<file path="src/rtl/uart0_tx_serializer_pkg.sv">
// Shared definitions for the UART0 transmit serializer.
//   tx_state_e       : FSM state encoding (3 bits)
//   UartBaudDefault  : default line rate
//   baud_div()       : clocks per bit, rounded to nearest
package uart0_tx_serializer_pkg;

  typedef enum logic [2:0] {
    StIdle  = 3'd0,
    StRd    = 3'd1,
    StLat   = 3'd2,
    StStart = 3'd3,
    StData  = 3'd4,
    StPar   = 3'd5,
    StStop  = 3'd6
  } tx_state_e;

  localparam int unsigned UartBaudDefault = 115200;

  function automatic int unsigned baud_div(input int unsigned clk_hz, input int unsigned baud);
    return (clk_hz + baud / 2) / baud;
  endfunction

endpackage

</file>
<file path="src/rtl/uart0_tx_serializer_baud_tick.sv">
// Loadable bit-period down-counter.
//   clk  : system clock
//   rst  : synchronous reset, active high (count -> 0)
//   load : preset the count to Div-1 (wins over en)
//   en   : count down; on reaching zero, reload Div-1
//   tick : high while the count is zero (last clock of the bit period)
module uart0_tx_serializer_baud_tick #(
  parameter int unsigned Div  = 4,
  parameter int unsigned CntW = $clog2(Div)
) (
  input  logic clk,
  input  logic rst,
  input  logic load,
  input  logic en,
  output logic tick
);

  logic [CntW-1:0] cnt_q, cnt_d;

  assign tick = (cnt_q == '0);

  always_comb begin
    cnt_d = cnt_q;
    if (load) begin
      cnt_d = CntW'(Div - 1);
    end else if (en) begin
      cnt_d = tick ? CntW'(Div - 1) : cnt_q - CntW'(1);
    end
  end

  always_ff @(posedge clk) begin
    if (rst) begin
      cnt_q <= '0;
    end else begin
      cnt_q <= cnt_d;
    end
  end

endmodule

</file>
<file path="src/rtl/uart0_tx_serializer.sv">
// UART0 transmit serializer: pops bytes from the TX FIFO (normal-mode read, data one cycle after
// the read strobe) and sends each as start + 8 data (LSB first) + optional parity + 1/2 stop bits.
//   clk           : system clock
//   rst           : synchronous reset, active high
//   ena           : allow new frames; a frame in flight always completes
//   tx_fifo_empty : FIFO empty flag (looked at only in idle)
//   tx_fifo_ren   : one-cycle FIFO read strobe
//   tx_fifo_rdata : FIFO read data, valid the cycle after tx_fifo_ren
//   txd           : registered serial line, idle high
//   tx_busy       : high from the read strobe to the end of the last stop bit
//   tx_done       : one-cycle pulse after each completed frame
//   frame_cnt     : completed frames since reset, wraps at 16 bits
module uart0_tx_serializer
  import uart0_tx_serializer_pkg::*;
#(
  parameter int unsigned CLK_HZ     = 50_000_000,
  parameter int unsigned BAUD       = UartBaudDefault,
  parameter int unsigned PARITY_EN  = 0,
  parameter int unsigned PARITY_ODD = 0,
  parameter int unsigned STOP_BITS  = 1
) (
  input  logic        clk,
  input  logic        rst,
  input  logic        ena,
  input  logic        tx_fifo_empty,
  output logic        tx_fifo_ren,
  input  logic [7:0]  tx_fifo_rdata,
  output logic        txd,
  output logic        tx_busy,
  output logic        tx_done,
  output logic [15:0] frame_cnt
);

  localparam int unsigned BaudDiv = baud_div(CLK_HZ, BAUD);

  tx_state_e   state_q, state_d;
  logic [7:0]  shreg_q, shreg_d;
  logic        par_q, par_d;
  logic [2:0]  bit_idx_q, bit_idx_d;
  logic        stop_idx_q, stop_idx_d;
  logic        txd_q, txd_d;
  logic        ren_q, ren_d;
  logic        busy_q, busy_d;
  logic        done_q, done_d;
  logic [15:0] frame_cnt_q, frame_cnt_d;

  logic baud_load, baud_en, baud_tick;
  logic last_stop;

  uart0_tx_serializer_baud_tick #(
    .Div (BaudDiv)
  ) u_baud_tick (
    .clk  (clk),
    .rst  (rst),
    .load (baud_load),
    .en   (baud_en),
    .tick (baud_tick)
  );

  assign last_stop = (STOP_BITS < 2) || stop_idx_q;

  always_comb begin
    state_d     = state_q;
    shreg_d     = shreg_q;
    par_d       = par_q;
    bit_idx_d   = bit_idx_q;
    stop_idx_d  = stop_idx_q;
    txd_d       = txd_q;
    ren_d       = 1'b0;
    busy_d      = busy_q;
    done_d      = 1'b0;
    frame_cnt_d = frame_cnt_q;
    baud_load   = 1'b0;
    baud_en     = 1'b0;

    unique case (state_q)
      StIdle: begin
        if (ena && !tx_fifo_empty) begin
          ren_d   = 1'b1;
          busy_d  = 1'b1;
          state_d = StRd;
        end
      end
      // Read strobe is on the bus this cycle; data arrives next cycle.
      StRd: begin
        state_d = StLat;
      end
      StLat: begin
        shreg_d    = tx_fifo_rdata;
        par_d      = (^tx_fifo_rdata) ^ (PARITY_ODD != 0);
        txd_d      = 1'b0;
        bit_idx_d  = 3'd0;
        stop_idx_d = 1'b0;
        baud_load  = 1'b1;
        state_d    = StStart;
      end
      StStart: begin
        baud_en = 1'b1;
        if (baud_tick) begin
          txd_d   = shreg_q[0];
          state_d = StData;
        end
      end
      StData: begin
        baud_en = 1'b1;
        if (baud_tick) begin
          if (bit_idx_q == 3'd7) begin
            if (PARITY_EN != 0) begin
              txd_d   = par_q;
              state_d = StPar;
            end else begin
              txd_d   = 1'b1;
              state_d = StStop;
            end
          end else begin
            bit_idx_d = bit_idx_q + 3'd1;
            txd_d     = shreg_q[bit_idx_q + 3'd1];
          end
        end
      end
      StPar: begin
        baud_en = 1'b1;
        if (baud_tick) begin
          txd_d   = 1'b1;
          state_d = StStop;
        end
      end
      StStop: begin
        baud_en = 1'b1;
        if (baud_tick) begin
          if (last_stop) begin
            done_d      = 1'b1;
            busy_d      = 1'b0;
            frame_cnt_d = frame_cnt_q + 16'd1;
            state_d     = StIdle;
          end else begin
            stop_idx_d = 1'b1;
          end
        end
      end
      default: begin
        state_d = StIdle;
      end
    endcase
  end

  always_ff @(posedge clk) begin
    if (rst) begin
      state_q     <= StIdle;
      shreg_q     <= '0;
      par_q       <= 1'b0;
      bit_idx_q   <= '0;
      stop_idx_q  <= 1'b0;
      txd_q       <= 1'b1;
      ren_q       <= 1'b0;
      busy_q      <= 1'b0;
      done_q      <= 1'b0;
      frame_cnt_q <= '0;
    end else begin
      state_q     <= state_d;
      shreg_q     <= shreg_d;
      par_q       <= par_d;
      bit_idx_q   <= bit_idx_d;
      stop_idx_q  <= stop_idx_d;
      txd_q       <= txd_d;
      ren_q       <= ren_d;
      busy_q      <= busy_d;
      done_q      <= done_d;
      frame_cnt_q <= frame_cnt_d;
    end
  end

  assign txd         = txd_q;
  assign tx_fifo_ren = ren_q;
  assign tx_busy     = busy_q;
  assign tx_done     = done_q;
  assign frame_cnt   = frame_cnt_q;

endmodule

</file>
<file path="config.mk">
export PLATFORM = sky130hd
export DESIGN_NAME = uart0_tx_serializer
export DESIGN_NICKNAME = d
export VERILOG_FILES = /design/src/rtl/uart0_tx_serializer_pkg.sv /design/src/rtl/uart0_tx_serializer_baud_tick.sv /design/src/rtl/uart0_tx_serializer.sv
export SDC_FILE = /design/constraint.sdc
export NUM_CORES = 1
export LEC_CHECK = 0
export ABC_AREA = 1
export CAP_MARGIN = 20
export CORE_UTILIZATION = 54
export CTS_CLUSTER_DIAMETER = 60
export DETAILED_ROUTE_END_ITERATION = 10
export PLACE_DENSITY = 0.87
export SYNTH_ARGS = -nofsm -noshare
export SYNTH_HDL_FRONTEND = slang
export SYNTH_SLANG_ARGS = --single-unit
</file>
<file path="constraint.sdc">
create_clock -name clk -period 1.75 [get_ports clk]
set_input_delay 0.35 -clock clk [delete_from_list [all_inputs] [get_ports clk]]
set_output_delay 0.35 -clock clk [all_outputs]
set_load 0.01 [all_outputs]
</file>
==> impl_metrics.py <==
metrics = {
    "global_routing": {
        "grt_antenna_before_repair": 0,
        "grt_max_degree": 18,
        "grt_usage_pct": 25.6,
        "grt_pass1_vias": 2096,
        "grt-ovfl-total": 0,
        "grt_pass1_wl_um": 8800,
    },
    "logic_synthesis": {
        "yosysTopAreaCell": "dfxtp_1",
        "synth.area.mux_share_pct": 0,
        "yosysSeqAreaShare_pct": 37.4,
        "yosysWarnings": 0,
        "synthXorXnorAreaFrac_pct": 3.05,
        "syn_nets": 363,
        "syn_avg_cell_area_um2": 6.65,
        "synth_top_area_share_pct": 37.4,
        "syn-instance-count": 346,
        "netlist_area_um2": 2300,
        "synth_top_family_by_area": "simple AND/OR/NAND/NOR gates",
        "ys_types": 28,
        "synthAdderAreaFrac_pct": 2.72,
        "ys_top_cells_by_area": "dfxtp_1 (37%), nand2_1 (13%), nor2_1 (9.1%)",
        "yosys.area_share.simple_pct": 36.1,
        "ys_ff_latch": 43,
        "synth_compound_area_share_pct": 12.2,
    },
    "timing": {
        "setup_ws_ps": 80.0,
        "max_slew_margin_pct": 77.0,
        "rsz0062_at_grt": "false",
        "worst_pin_slew_ps": 345,
        "fin_skew_ps": 11.5,
        "hold_viol_final": 0,
        "setup_viol": 0,
        "period_share_pct": 95.4,
        "fmax_mhz": 599,
        "maxSlewViolCount": 0,
        "tns_ps": 0,
        "period_minus_slack_ps": 1670,
    },
    "layout": {
        "layout_common_cells": "nand2_1 (82), nor2_1 (55), dfxtp_1 (42)",
        "area_growth_pct": 20.5,
        "fin_cells": 433,
        "num_antenna_cells": 0,
        "nNetsFinal": 399,
        "drive_gt1_share_pct": 7.31,
        "final_common_cell": "nand2_1",
    },
    "job": {
        "cap_viol_max_count": 0,
    },
    "die": {
        "io_pins": 32,
        "dieArea_um2": 4530,
        "core_um2": 4060,
        "initial_core_util_pct": 56.7,
        "fp.dieH_um": 67.3,
        "die_width_um": 67.3,
        "rows": 23,
    },
    "cts": {
        "clock_latency_ps": 310,
        "cts_buffers": 5,
        "tritoncts": "built",
        "clk_path_buf_depth": 2,
        "cts_sinks": 43,
        "clockRootBuffer": "clkbuf_8",
        "clk_pin_slew_worst_paths_ps": 90,
        "htreeDepth": 2,
    },
    "pwr": {
        "switching_share_pct": 42.1,
        "seq_power_share_pct": 38.2,
        "power.switching_mw": 1.46,
        "p_int_mw": 2.01,
        "ir_worst_vdd_uv": 765,
        "power_mw": 3.47,
        "clock_power_share_pct": 17.9,
        "power_frac_comb_pct": 43.9,
        "power_density_nw_per_um2": 1250,
        "power_leakage_nw": 1.16,
    },
    "routing": {
        "first_pass_iters": 4,
        "ant_nets": 0,
        "drt_iter0_markers": 158,
        "via_per_inst": 5.21,
        "routed_wl_um": 5050,
        "num_vias": 2257,
        "post_drt_wl_per_cell_um": 11.7,
        "drc": 0,
    },
    "placement": {
        "dpl.cell_count": 425,
        "io_buffer_count": 31,
        "gp_congestion": 0.892,
        "dpl.hpwl_um": 3860,
        "dpl_worst_slack_ps": 71.7,
    },
    "min_path": {
        "hp-class": "reg -> reg",
    },
    "setup_path": {
        "critPathTopFamily": "buffers and inverters",
        "crit_fanout": 5,
        "max_stage_delay_ps": 570,
        "crit_arrival_ps": 1320,
        "path_cells": "clkdlybuf4s50_1",
        "cp.buffers_inverters": 1,
        "cp_data_required_time_ps": 1400,
        "critPathLaunchType": "flip-flop",
        "end_kind": "output port",
        "cpMaxStageDelayCell": "clkdlybuf4s50_1",
        "crit_type": "reg -> out",
    },
    "status": {
        "outcome": "finished, final reports clean",
    },
}
==> power by group through the flow <==
| stage | registers [mW] | logic (mW) | clock network, mW |
|---|---|---|---|
| after global routing | 1.35 | 1.75 | 0.673 |
| after CTS | 1.32 | 1.46 | 0.640 |
| after floorplan | 1.31 | 1.13 | 0 |
| after global placement | 1.33 | 1.41 | 0 |
| final | 1.33 | 1.52 | 0.621 |
| after detailed placement | 1.34 | 1.45 | 0 |
==> final cells by class <==
cell class              instances  area [um2]
fillers                       346        1280
multi-input cells             254        1260
flip-flops and latches         43         862
repair buffers                 35         340
inverters                      43         161
clock buffers                   6        72.6
well taps                      50        62.6
clock inverters                 2        12.5
==> worst paths after layout <==
path	end	slack, ps	start	cells past startpoint
worst max-delay path	frame_cnt[10]	80	frame_cnt[10]	1
worst min-delay path	shreg_q[0]	470	shreg_q[0]	2
worst max register to register	frame_cnt[8]	160	u_baud_tick.cnt_q[0]	10
worst min register to register	shreg_q[0]	470	shreg_q[0]	2
==> metrics by stage <==
step | util [%] | hold WS (ps) | area [um2]
final | 68.3 | 473 | 2770
after detailed placement | 65.8 | 467 | 2670
after global routing | 68.3 | 504 | 2770
after floorplan | - | 428 | 2300
after CTS | 67.9 | 478 | 2750
after global placement | 65.8 | 462 | 2670
==> metal layers <==
layer,GRT usage [%],wire length [um],vias to the layer above
met3,6.08,218,8
met1,29.2,2220,1017
met5,0,0,-
met4,12.0,82,0
li1,-,-,1182
met2,44.8,2530,50
==> cell usage after synthesis <==
| cell | instances |
|---|---|
| nand2_1 | 82 |
| nor2_1 | 56 |
| dfxtp_1 | 43 |
| inv_1 | 39 |
| a21oi_1 | 29 |
| o21ai_0 | 22 |
| nand3_1 | 20 |
| nor3_1 | 10 |
| xor2_1 | 7 |
| nand4_1 | 6 |
| ha_1 | 5 |
| inv_2 | 4 |
| nand2_2 | 4 |
| clkbuf_1 | 3 |
| nor2_4 | 3 |
| a31oi_1 | 1 |
| buf_2 | 1 |
| buf_4 | 1 |
| buf_6 | 1 |
| nand2_4 | 1 |
| nand4_4 | 1 |
| nor2_2 | 1 |
| nor2_8 | 1 |
| nor4_1 | 1 |
| o21ai_1 | 1 |
| o21bai_1 | 1 |
| o31ai_1 | 1 |
| xnor2_1 | 1 |
==> kinds of logic after synthesis <==
| family | Yosys count |
|---|---|
| adder cells (fa/ha/maj) | 5 |
| AND/OR/NAND/NOR | 186 |
| buffers and inverters | 49 |
| AO/OA/AOI/OAI | 55 |
| XOR/XNOR | 8 |
| flip-flops | 43 |
==> what timing repair did <==
action                                  CTS  global route
endpoints found under the setup margin    0             7
hold buffers                              0             0
buffers inserted                          0             0
gates resized for setup                   0             6
==> state kept, by name, indices dropped and copies added (netlist names) <==
register,count
shreg_q,8
bit_idx_q,3
tx_done,1
u_baud_tick.cnt_q,9
tx_busy,1
frame_cnt,16
state_q,3
tx_fifo_ren,1
txd,1
No activity file was read; power rests on OpenSTA's default activity.
